--- src/rtl/ncpu32k_tlb_inv_ctrl_pkg.sv ---
// rtl/ncpu32k_tlb_inv_ctrl_pkg.sv - shared widths and sweep FSM encodings for the TLB invalidate controller
`ifndef NCPU32K_CONFIG_H
`define NCPU32K_CONFIG_H
`define NCPU_TLB_AW 7
`define NCPU_DW 32
`define NCPU_TLB_INV_IDLE 2'd0
`define NCPU_TLB_INV_INV 2'd1
`define NCPU_TLB_INV_DONE 2'd2
`endif

package ncpu32k_tlb_inv_ctrl_pkg;

  // TLB index width and data-path width of the MSR write ports
  localparam int TLB_AW = `NCPU_TLB_AW;
  localparam int DW     = `NCPU_DW;

  // Sweep FSM: wait for a request, walk every entry, then announce completion
  typedef enum logic [1:0] {
    INV_IDLE = `NCPU_TLB_INV_IDLE,
    INV_INV  = `NCPU_TLB_INV_INV,
    INV_DONE = `NCPU_TLB_INV_DONE
  } inv_state_e;

  // An all-zero TLBL/TLBH word has its valid bit clear, so it marks the entry invalid
  localparam logic [DW-1:0] TLB_INVALID_ENTRY = '0;

endpackage

--- src/rtl/ncpu32k_cell_dff_r.sv ---
// rtl/ncpu32k_cell_dff_r.sv - generic register cell with synchronous active-low reset
module ncpu32k_cell_dff_r #(
  parameter int            DW         = 1,
  parameter logic [DW-1:0] RST_VECTOR = '0
) (
  input  logic          clk,
  input  logic          rst_n,
  input  logic [DW-1:0] d,
  output logic [DW-1:0] q
);

  // Load d every cycle; reset wins and forces the reset vector
  always_ff @(posedge clk) begin
    if (!rst_n) begin
      q <= RST_VECTOR;
    end else begin
      q <= d;
    end
  end

endmodule

--- src/rtl/ncpu32k_tlb_inv_ctrl.sv ---
// rtl/ncpu32k_tlb_inv_ctrl.sv - invalidate-all sweeper sharing the I-MMU TLB write ports with software
module ncpu32k_tlb_inv_ctrl
  import ncpu32k_tlb_inv_ctrl_pkg::*;
#(
  // log2 of the entry count; must be at least 1 and no wider than TLB_AW
  parameter int TLB_NSETS_LOG2 = 2
) (
  input  logic              clk,
  input  logic              rst_n,
  input  logic              inv_valid,
  output logic              inv_ready,
  output logic              inv_done,
  output logic              busy,
  input  logic              sw_tlbl_we,
  input  logic [TLB_AW-1:0] sw_tlbl_idx,
  input  logic [DW-1:0]     sw_tlbl_nxt,
  input  logic              sw_tlbh_we,
  input  logic [TLB_AW-1:0] sw_tlbh_idx,
  input  logic [DW-1:0]     sw_tlbh_nxt,
  output logic              sw_stall,
  output logic              msr_imm_tlbl_we,
  output logic [TLB_AW-1:0] msr_imm_tlbl_idx,
  output logic [DW-1:0]     msr_imm_tlbl_nxt,
  output logic              msr_imm_tlbh_we,
  output logic [TLB_AW-1:0] msr_imm_tlbh_idx,
  output logic [DW-1:0]     msr_imm_tlbh_nxt
);

  localparam logic [TLB_NSETS_LOG2-1:0] CNT_LAST = '1;

  logic [1:0]                state_raw_q;
  logic [1:0]                state_raw_d;
  inv_state_e                state_q;
  inv_state_e                state_d;
  logic [TLB_NSETS_LOG2-1:0] cnt_q;
  logic [TLB_NSETS_LOG2-1:0] cnt_d;
  logic [TLB_AW-1:0]         cnt_idx;

  assign state_q     = inv_state_e'(state_raw_q);
  assign state_raw_d = state_d;
  assign cnt_idx     = TLB_AW'(cnt_q);

  ncpu32k_cell_dff_r #(
    .DW         (2),
    .RST_VECTOR (`NCPU_TLB_INV_IDLE)
  ) u_state_dff (
    .clk   (clk),
    .rst_n (rst_n),
    .d     (state_raw_d),
    .q     (state_raw_q)
  );

  ncpu32k_cell_dff_r #(
    .DW         (TLB_NSETS_LOG2),
    .RST_VECTOR ('0)
  ) u_cnt_dff (
    .clk   (clk),
    .rst_n (rst_n),
    .d     (cnt_d),
    .q     (cnt_q)
  );

  // Next state and sweep counter: counter idles at 0 and only runs while sweeping
  always_comb begin
    state_d = state_q;
    cnt_d   = cnt_q;
    case (state_q)
      INV_IDLE: begin
        cnt_d = '0;
        if (inv_valid) begin
          state_d = INV_INV;
        end
      end
      INV_INV: begin
        cnt_d = cnt_q + 1'b1;
        if (cnt_q == CNT_LAST) begin
          state_d = INV_DONE;
        end
      end
      INV_DONE: begin
        cnt_d   = '0;
        state_d = INV_IDLE;
      end
      default: begin
        cnt_d   = '0;
        state_d = INV_IDLE;
      end
    endcase
  end

  // Write-port mux: software passes through when idle, the sweep owns the ports otherwise
  always_comb begin
    inv_ready        = 1'b0;
    inv_done         = 1'b0;
    busy             = 1'b0;
    sw_stall         = 1'b0;
    msr_imm_tlbl_we  = 1'b0;
    msr_imm_tlbl_idx = '0;
    msr_imm_tlbl_nxt = '0;
    msr_imm_tlbh_we  = 1'b0;
    msr_imm_tlbh_idx = '0;
    msr_imm_tlbh_nxt = '0;
    case (state_q)
      INV_INV: begin
        busy             = 1'b1;
        sw_stall         = sw_tlbl_we | sw_tlbh_we;
        msr_imm_tlbl_we  = 1'b1;
        msr_imm_tlbl_idx = cnt_idx;
        msr_imm_tlbl_nxt = TLB_INVALID_ENTRY;
        msr_imm_tlbh_we  = 1'b1;
        msr_imm_tlbh_idx = cnt_idx;
        msr_imm_tlbh_nxt = TLB_INVALID_ENTRY;
      end
      INV_DONE: begin
        busy     = 1'b1;
        inv_done = 1'b1;
        sw_stall = sw_tlbl_we | sw_tlbh_we;
      end
      default: begin
        // Idle (and any unreachable encoding) behaves as a transparent pass-through
        inv_ready        = 1'b1;
        msr_imm_tlbl_we  = sw_tlbl_we;
        msr_imm_tlbl_idx = sw_tlbl_idx;
        msr_imm_tlbl_nxt = sw_tlbl_nxt;
        msr_imm_tlbh_we  = sw_tlbh_we;
        msr_imm_tlbh_idx = sw_tlbh_idx;
        msr_imm_tlbh_nxt = sw_tlbh_nxt;
      end
    endcase
  end

endmodule

--- config.mk ---
export PLATFORM = sky130hd
export DESIGN_NAME = ncpu32k_tlb_inv_ctrl
export DESIGN_NICKNAME = d
export VERILOG_FILES = /design/src/rtl/ncpu32k_tlb_inv_ctrl_pkg.sv /design/src/rtl/ncpu32k_cell_dff_r.sv /design/src/rtl/ncpu32k_tlb_inv_ctrl.sv
export SDC_FILE = /design/constraint.sdc
export NUM_CORES = 1
export LEC_CHECK = 0
export CAP_MARGIN = 10
export CELL_PAD_IN_SITES_DETAIL_PLACEMENT = 2
export CELL_PAD_IN_SITES_GLOBAL_PLACEMENT = 2
export CORE_MARGIN = 1
export CORE_UTILIZATION = 10
export CTS_CLUSTER_SIZE = 30
export DETAILED_ROUTE_END_ITERATION = 10
export GPL_ROUTABILITY_DRIVEN = 0
export GPL_TIMING_DRIVEN = 0
export PLACE_DENSITY = 0.95
export SLEW_MARGIN = 20
export SYNTH_ARGS = -nofsm -noshare
export SYNTH_HDL_FRONTEND = slang
export SYNTH_HIERARCHICAL = 1
export SYNTH_SLANG_ARGS = --single-unit
--- constraint.sdc ---
create_clock -name clk -period 2.5 [get_ports clk]
set_input_delay 0.375 -clock clk [delete_from_list [all_inputs] [get_ports clk]]
set_output_delay 0.375 -clock clk [all_outputs]
set_load 0.005 [all_outputs]
# After elaboration in Yosys (flattened, before gate mapping)
# Index checks and enable logic that the tools add are counted.
word_totals:
  regBits: 4
  input_bits: 83
  output_inout_bits: 84
  wordCells: 26
op_classes:
  n_addsub: 1
  eq_ne: 5
  muxes: 13
  n_bitwise: 1
  reduce_logical: 4
ops:
  columns: ["op", "n"]
  rows:
  - ["$mux 32", 2]
  - ["$pmux 7 s2", 2]
  - ["$eq 2x2->1 const B", 2]
  - ["$mux 1", 4]
  - ["$mux 2", 2]
  - ["$ne 2x2->1 const B", 2]
  - ["$pmux 1 s2", 2]
  - ["$pmux 2 s2", 1]
  - ["$reduce_and 2->1", 2]
  - ["$add 2x1->2 const B", 1]
  - ["$eq 2x1->1 const B", 1]
  - ["$logic_not 2->1", 1]
  - ["$reduce_or 2->1", 1]
  - ["$or 1x1->1", 1]

# Longest topological paths before layout
logic_depth:
  depth_word: 3
  mapped_depth: 5

# By module
# Netlist, hierarchy kept.
modules_own_cells:
  columns: ["module", "n_inst", "cells_per_inst", "area_each_um2", "seq_area_each_um2"]
  rows:
  - ["ncpu32k_tlb_inv_ctrl", 1, 115, 714.4, 0.0]
  - ["ncpu32k_cell_dff_r", 2, 4, 52.6, 40.0]

# Worst setup path after synthesis
# Ideal clock, no wire load.
synth_timing:
  path_kind: "reg2out"
  from: "reg u_state_dff.q[0]"
  to: "out msr_imm_tlbh_idx[2]"
  t_arrival_ps: 1225
  required_ps: 2125
  path_slack_ps: 900
  path_stages_with_launch: 6
  path_cell_list: "dfxtp_1 -> inv_1 -> ha_1 -> buf_2 -> buf_4 -> nor2b_1"
synth_between:
  elab_chain_len: 2
synth_rtl:
  columns: ["element", "line_no", "rtl"]
  rows:
  - ["start: declaration", "ncpu32k_cell_dff_r.sv:9", "output logic [DW-1:0] q"]
  - ["start signal: assignment", "ncpu32k_cell_dff_r.sv:15", "q <= RST_VECTOR;"]
  - ["start signal: assignment", "ncpu32k_cell_dff_r.sv:17", "q <= d;"]
  - ["$eq 2x2->1 or $eq 2x1->1 (tied branches)", "ncpu32k_tlb_inv_ctrl.sv:103", "case (state_q)"]
  - ["$pmux 7 s2 (*)", "ncpu32k_tlb_inv_ctrl.sv:103", null]
  - ["end: declaration", "ncpu32k_tlb_inv_ctrl.sv:25", "output logic [TLB_AW-1:0] msr_imm_tlbh_idx,"]
# Every way passes the cells marked *; elsewhere a longest branch is shown, timed or not.

# Worst setup path after layout
layout_timing:
  from: "reg u_state_dff.q[1]"
  to: "out msr_imm_tlbh_nxt[17]"
layout_between:
  elab_chain_len: 3
layout_rtl:
  columns: ["element", "line_no", "rtl"]
  rows:
  - ["$eq 2x2->1 or $eq 2x1->1 (tied branches)", "ncpu32k_tlb_inv_ctrl.sv:103", null]
  - ["$reduce_or 2->1 (no line) (*)", null, null]
  - ["$mux 32 (*)", "ncpu32k_tlb_inv_ctrl.sv:103", null]
  - ["end: declaration", "ncpu32k_tlb_inv_ctrl.sv:26", "output logic [DW-1:0] msr_imm_tlbh_nxt"]
# Marks and branches as above.

==> impl_metrics.env <==
export IMPL_grt_setup_unrepaired="false"
export IMPL_vias_per_cell=3.77
export IMPL_grt_start_max_net_pins=11
export IMPL_synthesis_nets=211
export IMPL_drt_pass1_iterations=4
export IMPL_timing_hold_violations_final=0
export IMPL_netlist_area_um2=820
export IMPL_synth_edff_count=0
export IMPL_critical_path_required_ns=2.12
export IMPL_placement_cell_area_mm2=0.00261
export IMPL_synth_seq_area_share_pct=9.77
export IMPL_setup_total_negative_slack_ns=0
export IMPL_placedCellCount=391
export IMPL_tritoncts="yes"
export IMPL_synth_top_area_share_pct=57.3
export IMPL_grt_pass1_wl_um=7620
export IMPL_fillCellCount=911
export IMPL_worst_case_hold_slack_ns=0.587
export IMPL_grt_pass1_vias=1572
export IMPL_die_area_mm2=0.00856
export IMPL_clock_insertion_delay_worst_skew_ns=0.22
export IMPL_yosys_cell_types_count=13
export IMPL_clock_tree_buffer_depth=2
export IMPL_sw_frac_of_total_pct=26.5
export IMPL_most_common_cell_in_the_synthesized_netlist="sky130_fd_sc_hd__nor2b_1"
export IMPL_worst_endpoint_arrival_ns=2.00
export IMPL_min_period_ns=2.37
export IMPL_crit_path_max_fanout=10
export IMPL_finalClockSkew_ns=0.000531
export IMPL_report_power_total_mw=0.718
export IMPL_final_setup_worst_slack_ns=0.127
export IMPL_cts_sinks=4
export IMPL_worst_slew_pin_slew_ns=0.193
export IMPL_critical_path_startpoint_type="register"
export IMPL_area_of_the_core_mm2=0.00781
export IMPL_syn_area_per_cell_um2=6.66
export IMPL_setup_violations_final=0
export IMPL_cts_max_level=1
export IMPL_post_cts_setup_buffer_count=0
export IMPL_port_buffers=166
export IMPL_finalWirelength_um=5160
export IMPL_drc=0
export IMPL_initial_utilization_pct=10.5
export IMPL_gr_usage_all_layers_pct=11.3
export IMPL_synthCells=123
export IMPL_netlist_top_cell_by_area="sky130_fd_sc_hd__nor2b_1"
export IMPL_core_rowCount=32
export IMPL_timing_max_transition_violations_final=0
export IMPL_worst_min_delay_path_class="register to register"
export IMPL_io_pins=167
export IMPL_via_count=1485
export IMPL_overflow=0
export IMPL_endpoint_kind="primary output"
export IMPL_seqPwrFrac_pct=9.8
export IMPL_max_clock_freq_mhz=421
export IMPL_period_share_pct=94.9
export IMPL_nNetsFinal=382
export IMPL_antenna_cells=0
export IMPL_total_area_of_multi_input_combinational_cells_um2=658
export IMPL_status="completed"
export IMPL_final_core_utilization_pct=34.2
export IMPL_p_clk_share_pct=19.1
export IMPL_total_clock_buffers_created_by_cts=3
export IMPL_drt_iter0_markers=3
export IMPL_static_leakage_power_nw=1.06
export IMPL_p_comb_share_pct=71.2
export IMPL_fp_dieW_um=92.5
export IMPL_synth_async_sr_flop_share_pct=0
export IMPL_crit_type="register to primary output"
export IMPL_post_drt_wl_per_cell_um=13.1
export IMPL_slew_headroom_pct=87.2
export IMPL_route_antenna_remaining_nets=0
export IMPL_antenna_violations_before_repair=0
export IMPL_synthToLayoutAreaGrowth_pct=226
export IMPL_root_buffer="sky130_fd_sc_hd__clkbuf_8"
export IMPL_yosys_top_cells_count="75 x sky130_fd_sc_hd__nor2b_1, 9 x sky130_fd_sc_hd__inv_1, 8 x sky130_fd_sc_hd__o21ai_0"
export IMPL_switching_power_mw=0.190
export IMPL_p_int_mw=0.528
export IMPL_final_layout_size_suffix_gt1_share_pct=4.79
export IMPL_final_cell_count_no_fill=394
export IMPL_stdcell_area_mm2=0.00267
export IMPL_dp_final_hpwl_um=4610
export IMPL_die_h_um=92.5
export IMPL_cts_clk_slew_worst_paths_ns=0.03
export IMPL_place_ws_ns=0.151
export IMPL_most_used_flip_flop_cell_after_synthesis="sky130_fd_sc_hd__dfxtp_1"
export IMPL_synth_ff_latch_count=4
export IMPL_max_cap_violations=0
export IMPL_post_synth_main_area_contributors="sky130_fd_sc_hd__nor2b_1 57%, sky130_fd_sc_hd__dfxtp_1 9.8%, sky130_fd_sc_hd__ha_1 7.6%"
export IMPL_register_area_um2=81.3
export IMPL_ys_warn_count=6
export IMPL_powerDensity_mw_per_mm2=269
export IMPL_ir_drop_worst_case_vdd_mv=0.161
-- layer usage --
metal | up-vias | GRT usage [%] | routed length (µm)
met5 | - | 0 | 0
met4 | 0 | 3.13 | 42
met3 | 4 | 1.81 | 414
met2 | 93 | 23.3 | 2840
met1 | 683 | 11.2 | 1860
li1 | 705 | - | -
-- registers in the layout, summed over array words and instances, names as in the netlist --
signal,count
u_cnt_dff/q,2
u_state_dff/q,2
-- timing repair --
item                       in CTS  in global routing
hold buffers                    0                  0
gates cloned                    0                  0
setup endpoints to repair      53                  1
resized for setup               3                  1
-- cells in the final DEF (no fill, tap or decap), drive strengths merged --
cell	synthesis	layout
nand2	3	3
clkbuf	0	3
a21oi	1	1
buf	9	9
and2	5	5
o21ai	8	8
nand3b	1	1
dfxtp	4	4
nand4b	1	1
nor2b	75	75
inv	9	9
clkdlybuf4s50	0	165
nand3	2	2
ha	5	5
dlymetal6s2s	0	1
-- critical path, cell delays in order, from the launching register on --
cell and delay (ns):
sky130_fd_sc_hd__dfxtp_1 0.37, sky130_fd_sc_hd__inv_1 0.12, sky130_fd_sc_hd__ha_4 0.25, sky130_fd_sc_hd__buf_4 0.17
sky130_fd_sc_hd__buf_4 0.18, sky130_fd_sc_hd__nor2b_1 0.15, sky130_fd_sc_hd__clkdlybuf4s50_1 0.53
-- final timing paths --
path	start	endpoint	slack (ns)	cells past startpoint
setup / recovery	u_state_dff/q[1]	msr_imm_tlbh_nxt[17]	0.13	6
hold reg to reg	u_cnt_dff/q[0]	u_cnt_dff/q[0]	0.59	2
setup reg to reg	u_state_dff/q[1]	u_cnt_dff/q[1]	1.32	4
hold / removal	u_cnt_dff/q[0]	u_cnt_dff/q[0]	0.59	2
-- area by class of cell --
| type | count | area share, % |
|---|---|---|
| Timing Repair Buffer | 166 | 62.4 |
| Buffer | 9 | 2.34 |
| Clock buffer | 3 | 1.55 |
| Multi-Input combinational cell | 101 | 24.7 |
| Sequential cell | 4 | 3.05 |
| Inverter | 9 | 1.27 |
| Tap cell | 102 | 4.78 |
-- power by group through the flow --
stage	clock network, mW	registers [mW]	logic [mW]
floorplan	0	0.0699	0.138
global placement	0	0.0703	0.500
detailed placement	0	0.0707	0.517
CTS	0.141	0.0702	0.524
global route	0.144	0.0706	0.552
finish	0.137	0.0701	0.511
-- logic make-up (layout without fill, tap and decap cells) --
kind of cell               after synthesis  in the layout  share of synthesized area (%)
AOI/OAI and AO/OA                        9              9                           5.50
DFF                                      4              4                           9.77
adders and majority gates                5              5                           7.63
and+or+nand+nor                         87             87                           65.6
buffers and inverters                   18            187                           11.4
Note: power is estimated with default switching activity, not from simulation.
